## config.mk

```make
export PLATFORM = sky130hd
export DESIGN_NAME = sample_accumulator_16bit
export DESIGN_NICKNAME = d
export VERILOG_FILES = /design/src/rtl/sample_accumulator_16bit.sv
export SDC_FILE = /design/constraint.sdc
export NUM_CORES = 1
export LEC_CHECK = 0
export ABC_AREA = 1
export CAP_MARGIN = 15
export CORE_ASPECT_RATIO = 1.4
export CORE_MARGIN = 1.5
export CORE_UTILIZATION = 30
export CTS_BUF_LIST = sky130_fd_sc_hd__clkbuf_8
export CTS_CLUSTER_SIZE = 24
export DETAILED_ROUTE_END_ITERATION = 8
export GPL_TIMING_DRIVEN = 0
export HOLD_SLACK_MARGIN = 0.12
export PLACE_DENSITY_LB_ADDON = 0.08
export SLEW_MARGIN = 20
export SYNTH_ARGS = -nofsm -noshare
export SYNTH_HDL_FRONTEND = slang
export SYNTH_SLANG_ARGS = --single-unit
```

## constraint.sdc

```tcl
create_clock -name clk -period 5 [get_ports clk]
set_input_delay 0.75 -clock clk [delete_from_list [all_inputs] [get_ports clk]]
set_output_delay 0.75 -clock clk [all_outputs]
set_load 0.05 [all_outputs]
```

## src/rtl/sample_accumulator_16bit.sv

```systemverilog
// Accumulates NUM_SAMPLES unsigned 16-bit samples through adder_16bit and
// presents the wrapped total with a sticky carry-out flag over a valid/ready pair.

module adder_16bit (
    input  logic [15:0] a,
    input  logic [15:0] b,
    input  logic        carry_in,
    output logic [15:0] sum,
    output logic        carry_out
);

    logic [15:0] gen;
    logic [15:0] prop;
    logic [3:0]  grp_gen;
    logic [3:0]  grp_prop;

    // Four 4-bit lookahead groups keep the carry chain short for the 10 ns cycle.
    always_comb begin
        gen  = a & b;
        prop = a ^ b;
        for (int k = 0; k < 4; k++) begin
            grp_gen[k]  = gen[4*k+3]
                        | (prop[4*k+3] & gen[4*k+2])
                        | (prop[4*k+3] & prop[4*k+2] & gen[4*k+1])
                        | (prop[4*k+3] & prop[4*k+2] & prop[4*k+1] & gen[4*k]);
            grp_prop[k] = &prop[4*k +: 4];
        end
    end

    always_comb begin : carry_tree
        logic [4:0]  grp_carry;
        logic [15:0] bit_carry;
        grp_carry    = '0;
        bit_carry    = '0;
        grp_carry[0] = carry_in;
        for (int k = 0; k < 4; k++) begin
            grp_carry[k+1] = grp_gen[k] | (grp_prop[k] & grp_carry[k]);
        end
        for (int i = 0; i < 16; i++) begin
            if ((i % 4) == 0) begin
                bit_carry[i] = grp_carry[i / 4];
            end else begin
                bit_carry[i] = gen[i-1] | (prop[i-1] & bit_carry[i-1]);
            end
        end
        sum       = prop ^ bit_carry;
        carry_out = grp_carry[4];
    end

endmodule

// state  | meaning
// IDLE   | totals zeroed, waiting for the first sample
// ACCUM  | at least one sample taken, fewer than NUM_SAMPLES
// HOLD   | result presented, input stalled until out_ready
module sample_accumulator_16bit #(
    parameter int NUM_SAMPLES = 4
) (
    input  logic        clk,
    input  logic        rst,
    input  logic        clear,
    input  logic        in_valid,
    input  logic [15:0] in_data,
    output logic        in_ready,
    output logic        out_valid,
    output logic [15:0] out_sum,
    output logic        out_overflow,
    input  logic        out_ready
);

    localparam logic [1:0] ST_IDLE  = 2'd0;
    localparam logic [1:0] ST_ACCUM = 2'd1;
    localparam logic [1:0] ST_HOLD  = 2'd2;

    localparam logic [7:0] SAMPLES_C = 8'(NUM_SAMPLES);

    logic [1:0]  state_q, state_d;
    logic [15:0] acc_q, acc_d;
    logic        ovf_q, ovf_d;
    logic [7:0]  cnt_q, cnt_d;

    logic [15:0] add_sum;
    logic        add_carry;
    logic [7:0]  cnt_inc;

    adder_16bit u_adder (
        .a         (acc_q),
        .b         (in_data),
        .carry_in  (1'b0),
        .sum       (add_sum),
        .carry_out (add_carry)
    );

    assign cnt_inc = cnt_q + 8'd1;

    always_comb begin
        state_d = state_q;
        acc_d   = acc_q;
        ovf_d   = ovf_q;
        cnt_d   = cnt_q;
        if (clear) begin
            state_d = ST_IDLE;
            acc_d   = '0;
            ovf_d   = 1'b0;
            cnt_d   = '0;
        end else begin
            case (state_q)
                ST_IDLE, ST_ACCUM: begin
                    // in_ready is high in both states, so in_valid alone marks a transfer.
                    if (in_valid) begin
                        acc_d   = add_sum;
                        ovf_d   = ovf_q | add_carry;
                        cnt_d   = cnt_inc;
                        state_d = (cnt_inc == SAMPLES_C) ? ST_HOLD : ST_ACCUM;
                    end
                end
                ST_HOLD: begin
                    if (out_ready) begin
                        state_d = ST_IDLE;
                        acc_d   = '0;
                        ovf_d   = 1'b0;
                        cnt_d   = '0;
                    end
                end
                default: begin
                    state_d = ST_IDLE;
                    acc_d   = '0;
                    ovf_d   = 1'b0;
                    cnt_d   = '0;
                end
            endcase
        end
    end

    always_ff @(posedge clk or posedge rst) begin
        if (rst) begin
            state_q <= ST_IDLE;
            acc_q   <= '0;
            ovf_q   <= 1'b0;
            cnt_q   <= '0;
        end else begin
            state_q <= state_d;
            acc_q   <= acc_d;
            ovf_q   <= ovf_d;
            cnt_q   <= cnt_d;
        end
    end

    assign out_valid    = (state_q == ST_HOLD);
    assign in_ready     = (state_q == ST_IDLE) || (state_q == ST_ACCUM);
    assign out_sum      = out_valid ? acc_q : 16'd0;
    assign out_overflow = out_valid & ovf_q;

endmodule

```

==> impl_metrics.toml <==
[synthesis]
synthTopCellsByCount = "44 x inv_1, 32 x nand2_1, 27 x dfrtp_1"
netlist.top_cell.by_area = "dfrtp_1"
ys_warn_count = 0
syn_area_per_cell_um2 = 8.87
synth_top_family_by_area = "adder cells"
ys_ff_latch = 27
synth_fp_nets = 273
syn_inst = 224
synth_top_area_frac = 0.340
synthMuxAreaShare = 0
syn_area_um2 = 1990
synthAdderAreaFrac = 0.218
yosysSeqAreaShare = 0.340
synth_most_common_cell = "inv_1"
postSynth.asyncResetShare = 1.00
synth_compound_area_frac = 0.118
ys.flop_type = "dfrtp_1"
synthDistinctLibCells = 29
synth_edf_count = 0
synthXorXnorAreaFrac = 0.0397
synth_simple_gate_area_share = 0.173
synthTopCellsByArea = "dfrtp_1 34%, fa_1 11%, ha_1 11%"

[sta]
maxSlewHeadroom = 0.590
tightestPinTransition_ps = 614
max_freq_mhz = 302
finalCritPeriodShare = 0.662
drv_slew = 0
totalNegativeSetupSlack_ps = 0
fin_crit_ps = 3310
setup_ws_ps = 1690
skew_ps = 3.71
hold_viol = 0
setup_viol = 0
rsz0062_at_grt = "false"

[clock_tree]
clock_tree.buffer_depth = 2
ctsHoldBuffers = 0
cts_root_buf = "clkbuf_8"
cts_inserted_buffers = 3
h-tree-depth = 1
clk-insertion-delay-late_ps = 270
cts_sinks = 27
post_cts_buffers = 0
tritoncts = "yes"
ctsResizeCount = 0
clkTransAtPathRegs_ps = 100

[floorplan]
dieWidth_um = 71.8
rows = 34
core_area_um2 = 6300
initial_utilization = 0.316
die_h_um = 99.3
die-area_um2 = 7130
pin_count = 40

[place]
portBuffers = 39
place_ws_ps = 1370
place_congestion = 0.756
hpwlAfterDp_um = 3420

[layout]
antenna_cells = 0
syn_to_final_growth_pct = 26.4
layout-drive-gt1-share = 0.0974
fin_nets = 317

[job]
drv_cap = 0

[routing]
post_drt_wl_per_cell_um = 13.1
routed_via_density = 4.53
wl_met1_um = 2110
drc_errors = 0
drt_first_iter_violations = 28
ant_nets = 0
routed-via-count = 1534
drtPass1Iterations = 6
dr_wl_met2_um = 2210
wl_um = 4450
top_layer_used = "met4"
routed-wl-met3_um = 109

[global_routing]
grt_pass1_vias = 1669
grt_pass1_wl_um = 7840
antenna_found_initial = 0
overflow = 0
track_usage = 0.138
grt_max_degree = 28

[power_and_ir_drop]
leakagePower_nw = 1.14
pwr_density_cell_nw_per_um2 = 353
vdd_drop_max_mv = 0.158

[outcome]
status = "complete, no violations"

[critical_path]
required_ps = 5160
worstPathArrival_ps = 3470
critPathMaxFanout = 3
critPathKind = "in2reg"
critPathCaptureType = "register"
startpoint_type = "input port"

[min_path]
hold_path.class = "reg2reg"
cell families (layout without fill, tap and decap cells):
| group | after synthesis | in the layout |
|---|---|---|
| AND/OR/NAND/NOR | 78 | 78 |
| buffers and inverters | 53 | 96 |
| AO/OA/AOI/OAI | 29 | 29 |
| adder cells (fa/ha/maj) | 28 | 28 |
| flip-flops | 27 | 27 |
| XOR/XNOR | 9 | 9 |
sequential cells by signal, indices dropped and copies added, names as in the netlist:
signal	cells
state_q	2
ovf_q	1
acc_q	16
cnt_q	8
cell type report:
class	instances	area, um2
plain buffers	5	41.3
clock buffers	3	41.3
clock inverters	1	3.75
fillers	658	3780
inverters	48	180
multi-input cells	144	1090
flip-flops and latches	27	676
well taps	72	90.1
repair buffers	39	390
final timing paths:
check | depth (start not counted) | endpoint | start | slack, ps
setup / recovery | 17 | acc_q[14] | in_data[3] | 1690
hold / removal | 2 | ovf_q | ovf_q | 530
setup reg to reg | 16 | acc_q[14] | acc_q[3] | 2170
hold reg to reg | 2 | ovf_q | ovf_q | 530
max in group asynchronous | 2 | cnt_q[3] | rst | 3740
min in group asynchronous | 2 | acc_q[8] | rst | 870
cell usage in the layout (no fill, tap or decap):
master / Yosys / routed
a21oi_1: 2 / 2
a22o_1: 1 / 1
a31oi_1: 1 / 1
and2_1: 1 / 1
and3_1: 1 / 1
buf_4: 2 / 2
buf_6: 2 / 2
clkbuf_1: 1 / 1
clkbuf_8: 0 / 3
clkdlybuf4s50_1: 0 / 39
clkinv_1: 1 / 1
dfrtp_1: 27 / 27
fa_1: 11 / 11
ha_1: 17 / 17
inv_1: 44 / 44
inv_2: 3 / 4
nand2_1: 32 / 32
nand2_2: 2 / 2
nand2_4: 1 / 1
nand3_1: 9 / 9
nand4_1: 2 / 2
nor2_1: 25 / 25
nor2_4: 1 / 1
nor3_1: 3 / 3
nor3_2: 1 / 1
o21ai_0: 7 / 7
o21ai_1: 1 / 1
o22ai_1: 7 / 7
o22ai_2: 10 / 10
xnor2_1: 1 / 1
xor2_1: 8 / 8
per-stage QoR:
stage	hold slack (ps)	area [um2]	std cells	utilization	total power [mW]
finish	526	2510	339	0.399	0.887
detailed placement	508	2470	335	0.392	0.776
CTS	534	2510	339	0.399	0.905
floorplan	471	1990	224	-	0.663
global route	572	2510	339	0.399	0.985
global placement	496	2470	335	0.392	0.774
power breakdown:
| group | internal (mW) | switching [mW] |
|---|---|---|
| registers | 0.279 | 0.0405 |
| logic | 0.197 | 0.245 |
| clock network | 0.0551 | 0.0703 |
| total | 0.531 | 0.356 |
critical path: stages:
cell             delay, ps
clkdlybuf4s50_1        400
ha_1                   330
nand2_1                 60
inv_1                   50
nand2_1                 50
nand2_1                 80
nand2_1                 50
nand2_1                 90
nand2_1                 60
nand2_1                 90
inv_1                   60
fa_1                   380
fa_1                   380
inv_1                   80
fa_1                   400
nand2_1                 70
o21ai_0                 80
routing by layer:
layer  GRT usage  up-vias
li1            -      792
met1       0.185      720
met2       0.237       20
met3      0.0162        2
met4      0.0305        0
met5           0        -
(Power assumes the default switching activity.)
